==> config.mk <==
export PLATFORM = sky130hd
export DESIGN_NAME = axis_decimator_ctrl_flat
export DESIGN_NICKNAME = d
export VERILOG_FILES = /design/src/rtl/axis_decimator_ctrl_if.sv /design/src/rtl/axis_decimator_ctrl.sv /design/src/flat_wrapper.sv
export SDC_FILE = /design/constraint.sdc
export NUM_CORES = 1
export LEC_CHECK = 0
export ABC_AREA = 1
export CORE_ASPECT_RATIO = 0.8
export CORE_UTILIZATION = 25
export CTS_BUF_LIST = sky130_fd_sc_hd__clkbuf_2 sky130_fd_sc_hd__clkbuf_4 sky130_fd_sc_hd__clkbuf_8
export DETAILED_ROUTE_END_ITERATION = 10
export PLACE_DENSITY_LB_ADDON = 0.2
export SYNTH_ARGS = -nofsm -noshare
export SYNTH_HDL_FRONTEND = slang
export SYNTH_SLANG_ARGS = --single-unit
==> constraint.sdc <==
create_clock -name aclk -period 3.1 [get_ports aclk]
set_clock_uncertainty 0.05 [all_clocks]
set_input_delay 0.62 -clock aclk [delete_from_list [all_inputs] [get_ports aclk]]
set_output_delay 0.62 -clock aclk [all_outputs]
set_load 0.01 [all_outputs]
==> src/rtl/axis_decimator_ctrl_if.sv <==
// AXI4-Stream beat bundle used on both sides of the decimator run controller.
interface axis_decimator_ctrl_if #(
    parameter int AXIS_TDATA_WIDTH = 32
);
    logic [AXIS_TDATA_WIDTH-1:0] tdata;
    logic                        tvalid;
    logic                        tready;

    modport master (output tdata, output tvalid, input tready);
    modport slave  (input tdata, input tvalid, output tready);
endinterface

==> src/rtl/axis_decimator_ctrl.sv <==
// Run controller for the AXIS decimator: latches the rate, flushes the decimator
// in reset, then passes a fixed-length (or continuous) run of beats to the consumer.
module axis_decimator_ctrl #(
    parameter int AXIS_TDATA_WIDTH = 32,
    parameter int CNTR_WIDTH       = 32,
    parameter int SMPL_WIDTH       = 32,
    parameter int FLUSH_CYCLES     = 4
) (
    input  logic                  aclk,
    input  logic                  areset,
    input  logic [CNTR_WIDTH-1:0] cfg_rate,
    input  logic [SMPL_WIDTH-1:0] cfg_total,
    input  logic                  start,
    input  logic                  abort,
    output logic [CNTR_WIDTH-1:0] dec_cfg_data,
    output logic                  dec_aresetn,
    output logic                  busy,
    output logic                  done,
    output logic                  sts_aborted,
    output logic [SMPL_WIDTH-1:0] sts_count,
    axis_decimator_ctrl_if.slave  s_axis,
    axis_decimator_ctrl_if.master m_axis
);
    localparam int FW = $clog2(FLUSH_CYCLES + 1);
    localparam logic [CNTR_WIDTH-1:0] RATE_MIN = CNTR_WIDTH'(1);

    typedef enum logic [1:0] {S_IDLE, S_FLUSH, S_RUN, S_DONE} state_t;

    state_t                state, state_nxt;
    logic [FW-1:0]         flush_cnt;
    logic [SMPL_WIDTH-1:0] total_q;
    logic                  run;
    logic                  hs;
    logic                  last_beat;

    assign run       = (state == S_RUN);
    assign hs        = run && s_axis.tvalid && m_axis.tready;
    // total_q == 0 means continuous; the count then wraps freely
    assign last_beat = hs && (total_q != '0) && (sts_count == total_q - SMPL_WIDTH'(1));

    always_comb begin
        state_nxt     = state;
        dec_aresetn   = 1'b0;
        busy          = 1'b0;
        done          = 1'b0;
        s_axis.tready = 1'b0;
        m_axis.tvalid = 1'b0;
        m_axis.tdata  = s_axis.tdata;
        case (state)
            S_IDLE: begin
                if (start && !abort) state_nxt = S_FLUSH;
            end
            S_FLUSH: begin
                busy = 1'b1;
                if (abort)                     state_nxt = S_DONE;
                else if (flush_cnt == FW'(1))  state_nxt = S_RUN;
            end
            S_RUN: begin
                busy          = 1'b1;
                dec_aresetn   = 1'b1;
                s_axis.tready = m_axis.tready;
                m_axis.tvalid = s_axis.tvalid;
                if (abort || last_beat) state_nxt = S_DONE;
            end
            S_DONE: begin
                done      = 1'b1;
                state_nxt = S_IDLE;
            end
            default: state_nxt = S_IDLE;
        endcase
    end

    always_ff @(posedge aclk) begin
        if (areset) begin
            state        <= S_IDLE;
            dec_cfg_data <= RATE_MIN;
            total_q      <= '0;
            flush_cnt    <= '0;
            sts_count    <= '0;
            sts_aborted  <= 1'b0;
        end else begin
            state <= state_nxt;
            case (state)
                S_IDLE: begin
                    if (start && !abort) begin
                        // the decimator never raises tready with a zero configuration
                        dec_cfg_data <= (cfg_rate == '0) ? RATE_MIN : cfg_rate;
                        total_q      <= cfg_total;
                        sts_count    <= '0;
                        sts_aborted  <= 1'b0;
                        flush_cnt    <= FW'(FLUSH_CYCLES);
                    end
                end
                S_FLUSH: begin
                    flush_cnt <= flush_cnt - FW'(1);
                    if (abort) sts_aborted <= 1'b1;
                end
                S_RUN: begin
                    if (hs)    sts_count   <= sts_count + SMPL_WIDTH'(1);
                    if (abort) sts_aborted <= 1'b1;
                end
                default: ;
            endcase
        end
    end
endmodule

==> src/flat_wrapper.sv <==
// flat-port wrapper written by rule: the top's interface ports become plain ports
module axis_decimator_ctrl_flat 
#(
    parameter int AXIS_TDATA_WIDTH = 32,
    parameter int CNTR_WIDTH       = 32,
    parameter int SMPL_WIDTH       = 32,
    parameter int FLUSH_CYCLES     = 4
)
  (aclk, areset, cfg_rate, cfg_total, start, abort, dec_cfg_data, dec_aresetn, busy, done, sts_aborted, sts_count, s_axis_tdata, s_axis_tvalid, s_axis_tready, m_axis_tdata, m_axis_tvalid, m_axis_tready);
  axis_decimator_ctrl_if #(.AXIS_TDATA_WIDTH(AXIS_TDATA_WIDTH)) s_axis_i ();
  axis_decimator_ctrl_if #(.AXIS_TDATA_WIDTH(AXIS_TDATA_WIDTH)) m_axis_i ();
  input  logic aclk;
  input  logic areset;
  input  logic [CNTR_WIDTH-1:0] cfg_rate;
  input  logic [SMPL_WIDTH-1:0] cfg_total;
  input  logic start;
  input  logic abort;
  output logic [CNTR_WIDTH-1:0] dec_cfg_data;
  output logic dec_aresetn;
  output logic busy;
  output logic done;
  output logic sts_aborted;
  output logic [SMPL_WIDTH-1:0] sts_count;
  input wire logic [$bits(s_axis_i.tdata)-1:0] s_axis_tdata;
  input wire logic [$bits(s_axis_i.tvalid)-1:0] s_axis_tvalid;
  output wire logic [$bits(s_axis_i.tready)-1:0] s_axis_tready;
  output wire logic [$bits(m_axis_i.tdata)-1:0] m_axis_tdata;
  output wire logic [$bits(m_axis_i.tvalid)-1:0] m_axis_tvalid;
  input wire logic [$bits(m_axis_i.tready)-1:0] m_axis_tready;
  assign s_axis_i.tdata = s_axis_tdata;
  assign s_axis_i.tvalid = s_axis_tvalid;
  assign s_axis_tready = s_axis_i.tready;
  assign m_axis_tdata = m_axis_i.tdata;
  assign m_axis_tvalid = m_axis_i.tvalid;
  assign m_axis_i.tready = m_axis_tready;
  axis_decimator_ctrl #(.AXIS_TDATA_WIDTH(AXIS_TDATA_WIDTH), .CNTR_WIDTH(CNTR_WIDTH), .SMPL_WIDTH(SMPL_WIDTH), .FLUSH_CYCLES(FLUSH_CYCLES)) u_core (.aclk(aclk), .areset(areset), .cfg_rate(cfg_rate), .cfg_total(cfg_total), .start(start), .abort(abort), .dec_cfg_data(dec_cfg_data), .dec_aresetn(dec_aresetn), .busy(busy), .done(done), .sts_aborted(sts_aborted), .sts_count(sts_count), .s_axis(s_axis_i), .m_axis(m_axis_i));
endmodule
# Yosys cells after proc, flatten, opt, wreduce, memory -nomap -nowiden
# Cells that the tools add are included.
# word_totals
output_inout_bits,102
elab_cells,57
ff_bits,102
# op_classes
addsub,3
n_eq_ne,10
n_reduce_logical,19
muxes,19
# ops
cell,count
32-bit two-way mux,3
32-bit one-hot mux with 2 select lines,1
"32-bit by 1-bit adder with 32-bit output, second input constant",1
32-bit == test,1
32-bit logical NOT,1
32-bit nonzero test,1
"32-bit by 1-bit subtractor with 32-bit output, second input constant",1
3-bit AND reduction,3
2-bit two-way mux,4
2-bit one-hot mux with 4 select lines,1
1-bit two-way mux,7
3-bit one-hot mux with 2 select lines,1
2-bit nonzero test,3
1-bit logical AND,5
"2-bit == test, second input constant",2
"2-bit by 1-bit != test with 1-bit output, second input constant",2
"2-bit != test, second input constant",2
2-bit AND reduction,2
"3-bit by 1-bit == test with 1-bit output, second input constant",1
3-bit two-way mux,1
"3-bit by 2-bit != test with 1-bit output, second input constant",1
"3-bit by 1-bit subtractor with 3-bit output, second input constant",1
"2-bit by 1-bit == test with 1-bit output, second input constant",1
2-bit logical NOT,1
4 further kinds,4

# Longest topological paths before layout
# logic_depth
depth_word,8
mapped_depth,19

# Least setup slack after synthesis
# OpenSTA, ideal clock, no wires.
# synth_timing
path_type,flip-flop to flip-flop
startpoint,register u_core.state[0]
endpoint,register u_core.sts_count[30]
path_buffers,0
slack_ns,0.859
path_stages_with_launch,17
arrival_time_ns,2.074
setup_ns,0.118
cell_sequence,dfxtp_1 -> inv_1 -> ha_1 -> inv_1 -> nand2_1 -> o21ai_2 -> nand2_4 -> clkinv_2 -> nand3_4 -> nor2_4 -> nand2_4 -> nor2_4 -> nand2_2 -> nor3b_4 -> nand3_2 -> o21ai_1 -> a21oi_1
# synth_between
elab_chain_cells,5
elab_cells_between_ends,9
cone_classes,3 x eq/ne; 1 x mux; 5 x reduce/logical
# synth_rtl
item,line_no,rtl
start: declaration,axis_decimator_ctrl.sv:29,"state_t state, state_nxt;"
start signal: assignment,axis_decimator_ctrl.sv:82,state <= state_nxt;
2-bit == test,"axis_decimator_ctrl.sv:36, axis_decimator_ctrl.sv:83",
1-bit logical AND (2 in a row),axis_decimator_ctrl.sv:37,assign hs = run && s_axis.tvalid && m_axis.tready;
2-bit != test (no source line),--,
3-bit AND reduction (no source line),--,
end signal: assignment,axis_decimator_ctrl.sv:99,if (hs) sts_count <= sts_count + SMPL_WIDTH'(1);
end: declaration,axis_decimator_ctrl.sv:20,"output logic [SMPL_WIDTH-1:0] sts_count,"
# Parallel ways exist; a longest one is shown, timed or not.
# A chain may end at the register's enable or synchronous reset.

# Final worst setup path
# layout_timing
startpoint,register u_core.state[0]
endpoint,output port s_axis_tready
# layout_between
elab_chain_cells,2
# layout_rtl
item,line_no,rtl
2-bit == test,axis_decimator_ctrl.sv:49,case (state)
1-bit two-way mux,axis_decimator_ctrl.sv:49,
end: declaration,flat_wrapper.sv:26,output wire logic [$bits(s_axis_i.tready)-1:0] s_axis_tready;
# Every way passes these cells.

==> results.json <==
{
  "vias_per_cell": 4.38,
  "run_status": "finished clean",
  "fin_crit_sh": 0.806,
  "postRouteWirelength_mm": 19.1,
  "cts_tree": "built",
  "routed_wire_length_per_instance_um": 14.5,
  "power_density_mw_per_mm2": 604,
  "synth.top_cells.by_count": "nand2_1, inv_1, nor2_1",
  "critical_path.cell_chain": "inv_1 -> ha_1 -> nand2_1 -> inv_1 -> clkdlybuf4s50_1",
  "floorplan.rows": 50,
  "synth.ff_latch_count": 102,
  "filler_cell_count": 2610,
  "numPlacedInstances": 1300,
  "hp-class": "reg -> reg",
  "clkSlewWorstSetupHoldPaths_ns": 0.12,
  "timing.reg2reg.worst_path_depth": 18,
  "grt.total_usage": 0.156,
  "timing_worst_slew_pin_value_ns": 0.597,
  "synth_top_area_frac": 0.341,
  "clock_sink_count": 102,
  "ir_worst_vdd_mv": 0.246,
  "timing_hold_violations_final": 0,
  "gr-usage-met1": 0.214,
  "synth_enable_flop_cells": 0,
  "drt_drc_violations_left": 0,
  "drt.antenna.violating_nets": 0,
  "share_of_cells_above_drive_strength_1": 0.0548,
  "diodes": 0,
  "core-area_mm2": 0.0235,
  "yosysSeqAreaShare": 0.341,
  "hold_depth": 2,
  "dr_total_vias": 5760,
  "period_minus_slack_ns": 2.50,
  "synth.top_cells.by_area": "dfxtp_1, nand2_1, inv_1",
  "cp-start-kind": "register",
  "avgSynthCellArea_um2": 6.68,
  "ys.warnings.count": 0,
  "setup_repair_after_global_routing_missed_its_margin": "false",
  "finalSetupViolCount": 0,
  "cell_with_the_most_instances_on_the_worst_path": "inv_1",
  "dieArea_mm2": 0.0246,
  "post_synth_instance_area_mm2": 0.00598,
  "post_cts_hold_buffer_count": 0,
  "worst_skew_pair.late_latency_ns": 0.40,
  "reg2reg_slack_ns": 0.61,
  "worst_slew_margin_rel": 0.602,
  "die_height_um": 140,
  "synth_cell_type_count": 45,
  "yosys.cell_count.top_type": "nand2_1",
  "root_buffer": "clkbuf_8",
  "cts_resized": 0,
  "r2r-start": "u_core.total_q[0]",
  "worstPathMaxFanout": 6,
  "synth_ff_type": "dfxtp_1",
  "synthesis.instances": 896,
  "use_met2": 0.228,
  "sum_of_negative_setup_slack_ns": 0,
  "gr-usage-met3": 0.0624,
  "critical_path_class": "reg -> out",
  "grt_busiest_layer": "met2",
  "start_util": 0.255,
  "highest_attainable_clock_frequency_ghz": 0.400,
  "area_delta_synth_final_pct": 29.1,
  "drt_first_pass_iters": 5,
  "synthesis.nets": 1007,
  "number_of_antenna_violations_at_the_first_check_in_global_routing": 1,
  "worstPathRequired_ns": 2.43,
  "async_reset_ff_frac": 0,
  "dp_hpwl_mm": 15.2,
  "dp_worst_setup_slack_ns": 0.267,
  "cts_max_path_buffers": 2,
  "maxSlewViolCount": 0,
  "gp_routability_congestion": 0.883,
  "hold_start": "u_core.total_q[12]",
  "worst_hold_path.endpoint": "u_core.total_q[12]",
  "worst_r2r_endpoint": "u_core.state[1]",
  "post-synth-top-area-cell": "dfxtp_1",
  "power.static_leakage_nw": 3.33,
  "worst_path_largest_cell_delay_ns": 0.47,
  "grt_pass1_vias": 5396,
  "final_critical_path_setup_slack_ns": 0.601,
  "cts_made_buffers": 9,
  "grt_first_pass_wirelength_mm": 29.7,
  "die_w_um": 175,
  "finish.cell_count_without_fillers": 1316,
  "grt_start_max_net_pins": 65,
  "cp_slowest_cell": "clkdlybuf4s50_1",
  "boundary_pins": 204,
  "timing.max_cap.violations": 0,
  "postCtsSetupBuffers": 0,
  "timing.critical_path.arrival_ns": 1.83,
  "critPathCaptureType": "output port",
  "grt_remaining_overflow": 0,
  "io_buffer_count": 139,
  "htreeDepth": 3,
  "drtIter0Drc": 308,
  "design.final.nets": 1110
}
==> per-layer routing <==
| layer | routed length, um | share of wire |
|---|---|---|
| met4 | 203 | 0.011 |
| met2 | 7730 | 0.40 |
| met1 | 9480 | 0.50 |
| met5 | 0 | 0 |
| met3 | 1680 | 0.088 |
==> worst max path at each step <==
stage,startpoint,end,slack [ns]
after global placement,start,u_core.sts_count[26],0.33
final,u_core.state[0],s_axis_tready,0.60
after global routing,u_core.state[0],u_core.sts_count[26],0.32
after CTS,u_core.state[0],s_axis_tready,0.56
after floorplan,u_core.state[0],u_core.sts_count[30],0.86
after detailed placement,start,u_core.sts_count[26],0.27
==> where the power goes <==
group | internal (W) | total [W] | switching, W
registers | 0.00149 | 0.00166 | 0.000167
logic | 0.000801 | 0.00208 | 0.00128
clock network | 0.000399 | 0.000934 | 0.000535
total | 0.00269 | 0.00467 | 0.00198
==> flip-flops by register name, indices dropped and copies added (netlist names) <==
signal and count:
u_core.dec_cfg_data 32, u_core.sts_count 32, u_core.flush_cnt 3, u_core.total_q 32, u_core.sts_aborted 1, u_core.state 2
==> kinds of logic after synthesis <==
group	share of synthesized area
flops	0.341
buf+inv	0.138
simple gates	0.290
fa+ha+maj	0.0188
compound gates	0.172
xor+xnor	0.0399
==> layout by cell type, fill, tap and decap left out, types with 4 or more instances in the layout <==
master	n
nand2_1	178
clkdlybuf4s50_1	139
inv_1	128
nor2_1	109
dfxtp_1	102
a21oi_1	86
o21ai_0	79
nand3_1	38
xor2_1	18
nand4_1	15
nor3_1	9
ha_1	9
clkbuf_8	9
a211oi_1	8
buf_4	8
nor2_4	5
o21a_1	4
nand3b_1	4
xnor2_1	4
o21ai_1	4
==> area by class of cell <==
type	count	area, um^2	share of cell area
Sequential cell	102	2040	0.264
Inverter	131	493	0.0638
Multi-Input combinational cell	607	3120	0.404
Clock inverter	6	77.6	0.0100
Tap cell	312	390	0.0505
Clock buffer	10	131	0.0170
Timing Repair Buffer	148	1470	0.190
==> stage by stage <==
| stage | utilization | hold WS, ns | instance area (um^2) | power, W |
|---|---|---|---|---|
| after global placement | 0.320 | 0.450 | 7520 | 0.00377 |
| after CTS | 0.329 | 0.466 | 7730 | 0.00473 |
| after global routing | 0.329 | 0.491 | 7730 | 0.00504 |
| after floorplan | - | 0.405 | 5980 | 0.00306 |
| final | 0.329 | 0.463 | 7730 | 0.00467 |
| after detailed placement | 0.320 | 0.446 | 7520 | 0.00376 |
==> worst max-delay path: cells and delay by family (launching register included) <==
family                   cells  cell delay, ns
AND/OR/NAND/NOR              1            0.12
buffers and inverters        3            0.61
flip-flops                   1            0.44
adder cells (fa/ha/maj)      1            0.25
Note: power is estimated with default switching activity, not from simulation.
